`src/rtl/logic_gate_tester.sv`:
```
// Stimulus/response checker for a two-input logic_gate block. It walks the four
// {a,b} vectors, samples the 5-bit gate output after a settle time, and scores it.
module logic_gate_tester #(
    parameter int SETTLE_CYCLES = 4
) (
    input  logic       clk,
    input  logic       rst,
    input  logic       start,
    output logic       a,
    output logic       b,
    input  logic [4:0] o,
    output logic       busy,
    output logic       done,
    output logic       pass,
    output logic [2:0] err_cnt,
    output logic [3:0] err_vec
);

    localparam int CW = (SETTLE_CYCLES > 1) ? $clog2(SETTLE_CYCLES) : 1;
    localparam logic [CW-1:0] CNT_LOAD = CW'(SETTLE_CYCLES - 1);

    typedef enum logic [1:0] {IDLE, RUN, DONE} state_t;

    state_t      state_q, state_d;
    logic [1:0]  vec_q, vec_d;
    logic [CW-1:0] cnt_q, cnt_d;
    logic        a_q, a_d, b_q, b_d;
    logic        busy_q, busy_d, done_q, done_d, pass_q, pass_d;
    logic [2:0]  err_cnt_q, err_cnt_d;
    logic [3:0]  err_vec_q, err_vec_d;
    logic        mism;

    // Expected {AND, OR, XOR, NAND, NOR} for vector index {a,b}.
    function automatic logic [4:0] golden(input logic [1:0] v);
        case (v)
            2'd0:    golden = 5'b00011;
            2'd1:    golden = 5'b01110;
            2'd2:    golden = 5'b01110;
            default: golden = 5'b11000;
        endcase
    endfunction

    always_comb begin
        state_d   = state_q;
        vec_d     = vec_q;
        cnt_d     = cnt_q;
        a_d       = a_q;
        b_d       = b_q;
        busy_d    = busy_q;
        done_d    = 1'b0;
        pass_d    = pass_q;
        err_cnt_d = err_cnt_q;
        err_vec_d = err_vec_q;
        mism      = (o != golden(vec_q));
        case (state_q)
            IDLE: begin
                a_d    = 1'b0;
                b_d    = 1'b0;
                busy_d = 1'b0;
                if (start) begin
                    pass_d    = 1'b0;
                    err_cnt_d = 3'd0;
                    err_vec_d = 4'd0;
                    vec_d     = 2'd0;
                    cnt_d     = CNT_LOAD;
                    busy_d    = 1'b1;
                    state_d   = RUN;
                end
            end
            RUN: begin
                if (cnt_q == '0) begin
                    if (mism) begin
                        err_vec_d[vec_q] = 1'b1;
                        err_cnt_d        = err_cnt_q + 3'd1;
                    end
                    if (vec_q == 2'd3) begin
                        // Verdict includes the last vector's result sampled on this edge.
                        pass_d  = (err_cnt_d == 3'd0);
                        done_d  = 1'b1;
                        busy_d  = 1'b0;
                        a_d     = 1'b0;
                        b_d     = 1'b0;
                        state_d = DONE;
                    end else begin
                        vec_d      = vec_q + 2'd1;
                        {a_d, b_d} = vec_q + 2'd1;
                        cnt_d      = CNT_LOAD;
                    end
                end else begin
                    cnt_d = cnt_q - 1'b1;
                end
            end
            DONE: begin
                state_d = IDLE;
            end
            default: begin
                state_d = IDLE;
                busy_d  = 1'b0;
                a_d     = 1'b0;
                b_d     = 1'b0;
            end
        endcase
    end

    always_ff @(posedge clk) begin
        if (rst) begin
            state_q   <= IDLE;
            vec_q     <= 2'd0;
            cnt_q     <= '0;
            a_q       <= 1'b0;
            b_q       <= 1'b0;
            busy_q    <= 1'b0;
            done_q    <= 1'b0;
            pass_q    <= 1'b0;
            err_cnt_q <= 3'd0;
            err_vec_q <= 4'd0;
        end else begin
            state_q   <= state_d;
            vec_q     <= vec_d;
            cnt_q     <= cnt_d;
            a_q       <= a_d;
            b_q       <= b_d;
            busy_q    <= busy_d;
            done_q    <= done_d;
            pass_q    <= pass_d;
            err_cnt_q <= err_cnt_d;
            err_vec_q <= err_vec_d;
        end
    end

    assign a       = a_q;
    assign b       = b_q;
    assign busy    = busy_q;
    assign done    = done_q;
    assign pass    = pass_q;
    assign err_cnt = err_cnt_q;
    assign err_vec = err_vec_q;

endmodule
```
`config.mk`:
```
export PLATFORM = sky130hd
export DESIGN_NAME = logic_gate_tester
export DESIGN_NICKNAME = d
export VERILOG_FILES = /design/src/rtl/logic_gate_tester.sv
export SDC_FILE = /design/constraint.sdc
export NUM_CORES = 1
export LEC_CHECK = 0
export ABC_AREA = 1
export CORE_AREA = 3 3 48 50
export CTS_BUF_LIST = sky130_fd_sc_hd__clkbuf_4
export CTS_CLUSTER_DIAMETER = 200
export CTS_CLUSTER_SIZE = 12
export DETAILED_ROUTE_END_ITERATION = 8
export DIE_AREA = 0 0 51 53
export GPL_TIMING_DRIVEN = 0
export PLACE_DENSITY = 0.77
export SKIP_CTS_REPAIR_TIMING = 1
export SLEW_MARGIN = 20
export SYNTH_ARGS = -nofsm -noshare
export SYNTH_HDL_FRONTEND = slang
export SYNTH_SLANG_ARGS = --single-unit
```
`constraint.sdc`:
```
create_clock -name clk -period 1.9 [get_ports clk]
set_input_delay 0.19 -clock clk [delete_from_list [all_inputs] [get_ports clk]]
set_output_delay 0.19 -clock clk [all_outputs]
set_load 0.05 [all_outputs]
```
==> qor.csv, run 1 <==
stage,metric,value,unit
outcome,status,"finished, final reports clean",
layout,fin_nets,169,
worst_setup_path,max_stage_delay,0.83,ns
yosys,synth-seq-area-share,37.4,%
worst_setup_path,path_max_fanout,5,
worst_setup_path,reg2reg_slack,0.19,ns
clock_tree,cts_buffer_depth,2,
place,gp_congestion,0.826,
drt,dr.pass1.iters,4,
power_and_ir_drop,p_int,597,uW
timing,finalClockSkew,0.00130,ns
floorplan,dieArea,2700,um2
global_route,grt_pass1_vias,819,
timing,fin_hold_ws,0.455,ns
timing,setup_tns,0,ns
power_and_ir_drop,p_leak,0.529,nW
clock_tree,cts.sinks,18,
worst_setup_path,cp-end-kind,output port,
yosys,synthAdderAreaFrac,9.09,%
floorplan,initial_core_util,49.6,%
worst_hold_path,min_path_type,flop to flop,
yosys,synth_compound_area_share,12.6,%
clock_tree,clkLatencyLatePin,0.29,ns
timing,slew_violations,0,
floorplan,die_w,51,um
worst_setup_path,critical_path.cell_chain,clkdlybuf4s50_1,
drt,drc,0,
power_and_ir_drop,switching_power,347,uW
worst_setup_path,crit_arrival,1.54,ns
yosys,synth_area_leaders,"dfxtp_1, nand2_1, ha_1, inv_1, a21oi_1",
power_and_ir_drop,ir_drop,0.000665,V
worst_setup_path,cp_num_buf_inv,1,
worst_setup_path,start_kind,flop,
global_route,grtUsageTotal,15.8,%
timing,min_period_over_period,90.9,%
yosys,synth_nets,145,
yosys,synth_top_family_by_area,simple AND/OR/NAND/NOR gates,
worst_setup_path,path_delay_family,buffers and inverters,
power_and_ir_drop,seq_power_share,45.3,%
layout,area_growth,26.5,%
floorplan,num_io_pins,20,
drt,antenna_left,0,
clock_tree,htree_levels,1,
global_route,overflow,0,
timing,final-setup-viol-count,0,
yosys,synth_top_area_share,37.4,%
worst_setup_path,cp_slowest_cell,clkdlybuf4s50_1,
floorplan,fp.dieH,53,um
power_and_ir_drop,power.density,775,nW/um2
layout,antennaDiodeCount,0,
power_and_ir_drop,pwr-share-clk,20.8,%
timing,timing.final.hold_violations,0,
power_and_ir_drop,netSwitchingFraction,36.7,%
clock_tree,cts-root-buf,clkbuf_4,
run,cap_violations,0,
clock_tree,clk_pin_slew,0.10,ns
timing,fin_crit,1.73,ns
global_route,grt_max_degree,11,
worst_setup_path,reg2reg_depth,12,
place,port_buffers,19,
yosys,synth_area,963,um2
yosys,synth_xor_area_share,2.60,%
timing,slew_headroom,66.8,%
worst_setup_path,critical_path_class,flop to output port,
yosys,synthMuxAreaShare,0,%
drt,wl_per_cell,10.5,um
worst_setup_path,critPathRequiredTime,1.71,ns
worst_hold_path,hold_depth,2,
place,hpwlAfterDp,1.49,mm
worst_hold_path,hp-start,err_vec[2]$_SDFFE_PP0P_,
yosys,yosysTopAreaCell,dfxtp_1,
clock_tree,cts_made_buffers,3,
layout,fillers,186,
yosys,syn_inst,130,
timing,rsz0062_at_grt,false,
drt,wirelength,1.90,mm
worst_setup_path,r2r_start,vec_q[0]$_SDFFE_PP0P_,
global_route,antenna_found_initial,0,
drt,drt_iter0_markers,13,
power_and_ir_drop,combPwrFrac,33.9,%
yosys,syn_avg_cell_area,7.41,um2
drt,via_count,879,
drt,viasPerCell,4.88,
yosys,yosysWarnings,0,
layout,drive_gt1_share,13.7,%
floorplan,fp-row-count,16,
yosys,yosys.area_share.simple,27.7,%
floorplan,core,1940,um2
worst_hold_path,hold_end,err_vec[2]$_SDFFE_PP0P_,
timing,worst_pin_slew,0.496,ns
worst_setup_path,r2r_end,pass$_SDFFE_PP0P_,
clock_tree,tritoncts,yes,
timing,fmax,579,MHz
yosys,ys_ff_latch,18,
global_route,grt_pass1_wl,3.24,mm
yosys,synth.distinct_cells,21,
## power by group through the flow
stage	Sequential [mW]	Clock, mW	Combinational [mW]
after floorplan	0.480	0	0.195
after global placement	0.433	0	0.313
after detailed placement	0.435	0	0.321
after CTS	0.426	0.201	0.323
after global routing	0.432	0.214	0.356
final	0.428	0.196	0.320
## cells in the final DEF (no fill, tap or decap), types with 3 or more instances in the layout
cell type and instances:
inv_2 4, a21oi_1 12, inv_1 19, clkdlybuf4s50_1 19
clkbuf_4 3, nand4_1 3, nor2_1 13, o21ai_0 6
nand2_1 27, nand3_1 3, ha_1 7, nor2_4 4
dfxtp_1 16
## metrics by stage
step           setup slack, ns  std cells  cell area, um2  util [%]  total power [mW]
2_1_floorplan            0.340        130             963         -             0.675
3_3_place_gp             0.209        176            1190      61.1             0.746
3_5_place_dp             0.121        176            1190      61.1             0.756
4_1_cts                  0.105        180            1210      62.5             0.950
5_1_grt                 0.0103        180            1220      62.8              1.00
6_report                 0.173        180            1220      62.8             0.944
## worst max path at each step
stage | from | endpoint | cells after the start
2_1_floorplan | vec_q[0]$_SDFFE_PP0P_ | pass$_SDFFE_PP0P_ | 12
3_3_place_gp | vec_q[0]$_SDFFE_PP0P_ | pass$_SDFFE_PP0P_ | 12
3_5_place_dp | vec_q[0]$_SDFFE_PP0P_ | pass$_SDFFE_PP0P_ | 12
4_1_cts | vec_q[0]$_SDFFE_PP0P_ | pass$_SDFFE_PP0P_ | 12
5_1_grt | vec_q[0]$_SDFFE_PP0P_ | pass$_SDFFE_PP0P_ | 12
6_report | err_cnt[0]$_SDFFE_PP0P_ | err_cnt[0] | 1
## state kept, by name, indices dropped and copies added (netlist names)
name / cells
state_q: 2
err_vec: 4
vec_q: 2
done: 1
cnt_q: 2
a: 1
b: 1
pass: 1
busy: 1
err_cnt: 3
## cell families after synthesis
family          count (synthesis)
compound gates                 22
simple gates                   55
flops                          18
xor+xnor                        2
buf+inv                        26
fa+ha+maj                       7
## cell usage after synthesis
cell	number
a21oi_1	12
a22oi_1	1
a31oi_1	1
clkbuf_1	1
dfxtp_1	18
ha_1	7
inv_1	19
inv_2	4
inv_4	2
nand2_1	27
nand2_2	2
nand3_1	3
nand3_2	1
nand3b_1	2
nand4_1	3
nor2_1	13
nor2_4	4
o21ai_0	6
o21ai_2	2
xor2_1	1
xor2_2	1
## layer usage
metal | part of all wire (%) | routed length, um | track usage, %
met5 | 0 | 0 | 0
met4 | 1.3 | 25 | 5.38
met3 | 4.2 | 80 | 3.38
met2 | 50 | 944 | 28.3
met1 | 45 | 847 | 18.4
## cell type report
type / count / area, um2 / share of cell area, %
timing repair buffer: 19 / 190 / 15.6
sequential: 18 / 365 / 30.0
buffer: 1 / 3.75 / 0.308
clock inverter: 1 / 3.75 / 0.308
tap: 27 / 33.8 / 2.77
multi-input combinational: 86 / 500 / 41.1
inverter: 25 / 98.8 / 8.11
clock buffer: 3 / 22.5 / 1.85
(Power assumes the default switching activity.)
==> inputs of run 2 (changes only) <==
--- a/config.mk
+++ b/config.mk
@@ -6,14 +6,16 @@
 export NUM_CORES = 1
 export LEC_CHECK = 0
 export ABC_AREA = 1
-export CORE_AREA = 3 3 48 50
+export CELL_PAD_IN_SITES_DETAIL_PLACEMENT = 1
+export CELL_PAD_IN_SITES_GLOBAL_PLACEMENT = 2
+export CORE_AREA = 3 3 62 64
 export CTS_BUF_LIST = sky130_fd_sc_hd__clkbuf_4
-export CTS_CLUSTER_DIAMETER = 200
+export CTS_CLUSTER_DIAMETER = 60
 export CTS_CLUSTER_SIZE = 12
 export DETAILED_ROUTE_END_ITERATION = 8
-export DIE_AREA = 0 0 51 53
+export DIE_AREA = 0 0 65 67
 export GPL_TIMING_DRIVEN = 0
-export PLACE_DENSITY = 0.77
+export PLACE_DENSITY_LB_ADDON = 0.1
 export SKIP_CTS_REPAIR_TIMING = 1
 export SLEW_MARGIN = 20
 export SYNTH_ARGS = -nofsm -noshare
==> qor.csv, run 2 (synthesized netlist as in run 1, its figures left out) <==
stage,metric,value,unit
timing,slew_violations,0,
clock_tree,cts_buffer_depth,2,
drt,wirelength,2.17,mm
clock_tree,clk_pin_slew,0.10,ns
layout,finish.instance_area,1240,um2
layout,antennaDiodeCount,0,
worst_setup_path,critical_path_class,flop to output port,
floorplan,num_io_pins,20,
global_route,grt_pass1_wl,3.95,mm
timing,worst_pin_slew,0.495,ns
layout,largest_reg_flops,4,
floorplan,die_w,65,um
global_route,overflow,0,
clock_tree,cts_made_buffers,3,
layout,drive_gt1_share,13.7,%
global_route,antenna_found_initial,0,
layout,area_growth,28.7,%
worst_setup_path,critPathRequiredTime,1.71,ns
floorplan,core,3340,um2
power_and_ir_drop,p_leak,0.528,nW
floorplan,dieArea,4360,um2
timing,fin_crit,1.73,ns
drt,drc,0,
drt,dr.pass1.iters,3,
timing,slew_headroom,66.9,%
place,gp_congestion,0.708,
worst_setup_path,critical_path.cell_chain,clkdlybuf4s50_1,
timing,timing.final.hold_violations,0,
layout,regArea,363,um2
timing,rsz0062_at_grt,false,
power_and_ir_drop,power.density,762,nW/um2
layout,fin_nets,169,
floorplan,fp.dieH,67,um
worst_setup_path,path_delay_family,buffers and inverters,
run,cap_violations,0,
place,hpwlAfterDp,1.79,mm
worst_setup_path,cp_slowest_cell,clkdlybuf4s50_1,
clock_tree,cts.sinks,18,
timing,finalClockSkew,0.00443,ns
worst_hold_path,min_path_type,flop to flop,
power_and_ir_drop,ir_drop,0.000484,V
floorplan,initial_core_util,28.9,%
clock_tree,htree_levels,1,
global_route,grt_max_degree,11,
clock_tree,clkLatencyLatePin,0.29,ns
outcome,status,"finished, final reports clean",
clock_tree,cts-root-buf,clkbuf_4,
timing,final-setup-viol-count,0,
timing,setup_tns,0,ns
drt,wl_per_cell,10.9,um
worst_setup_path,path_max_fanout,5,
worst_setup_path,max_stage_delay,0.84,ns
timing,fmax,577,MHz
place,postPlaceCellArea,1210,um2
layout,mostFrequentLayoutCells,"nand2_1, inv_1, clkdlybuf4s50_1",
timing,min_period_over_period,91.2,%
layout,fillers,425,
drt,drt_iter0_markers,23,
clock_tree,tritoncts,yes,
drt,antenna_left,0,
drt,via_count,858,
worst_setup_path,cp-end-kind,output port,
layout,multi_input_area,500,um2
place,port_buffers,19,
floorplan,fp-row-count,21,
worst_setup_path,start_kind,flop,
layout,layout.cells.most_common,nand2_1,
global_route,grtUsageTotal,11.8,%
worst_setup_path,cp_num_buf_inv,1,
drt,viasPerCell,4.31,
worst_setup_path,crit_arrival,1.54,ns
global_route,grt_pass1_vias,855,
[run 2: cell types whose count changed in the layout (fill, tap and decap cells not counted)]
cell,previous run,this run
dfxtp_4,1,0
dfxtp_2,1,2
[run 2: final timing paths]
check	slack [ns]	end	depth (start not counted)	startpoint
max reg2reg	0.18	pass$_SDFFE_PP0P_	12	vec_q[0]$_SDFFE_PP0P_
min reg2reg	0.45	err_vec[2]$_SDFFE_PP0P_	2	err_vec[2]$_SDFFE_PP0P_
max	0.17	err_cnt[0]	1	err_cnt[0]$_SDFFE_PP0P_
min	0.45	err_vec[2]$_SDFFE_PP0P_	2	err_vec[2]$_SDFFE_PP0P_
[run 2: layout make-up]
class / count / area share [%]
Clock inverter: 1 / 0.303
Tap cell: 46 / 4.64
Sequential cell: 18 / 29.3
Inverter: 25 / 7.97
Clock buffer: 3 / 1.82
Buffer: 1 / 0.303
Multi-Input combinational cell: 86 / 40.4
Timing Repair Buffer: 19 / 15.3
[run 2: per-layer routing]
metal  GRT usage [%]  share of wire (%)  up-vias
met5               0                  0        -
met4            3.17               0.92        0
met3            4.22                4.2        2
met2            19.3                 47       10
met1            14.5                 48      391
li1                -                  -      455
[run 2: where the power goes]
group          internal, mW  total [mW]  switching (mW)
Combinational         0.113       0.324           0.212
Clock                0.0762       0.192           0.116
Sequential            0.408       0.428          0.0197
Total                 0.597       0.945           0.347
[run 2: metrics by stage]
step	instances	utilization (%)	power, mW	hold WS (ns)	setup slack (ns)
after floorplan	130	-	0.675	0.383	0.340
after CTS	199	37.1	0.971	0.457	0.0652
after global placement	195	36.3	0.760	0.437	0.144
after global routing	199	37.2	1.03	0.493	0.0135
final	199	37.2	0.945	0.453	0.166
after detailed placement	195	36.3	0.767	0.440	0.0904
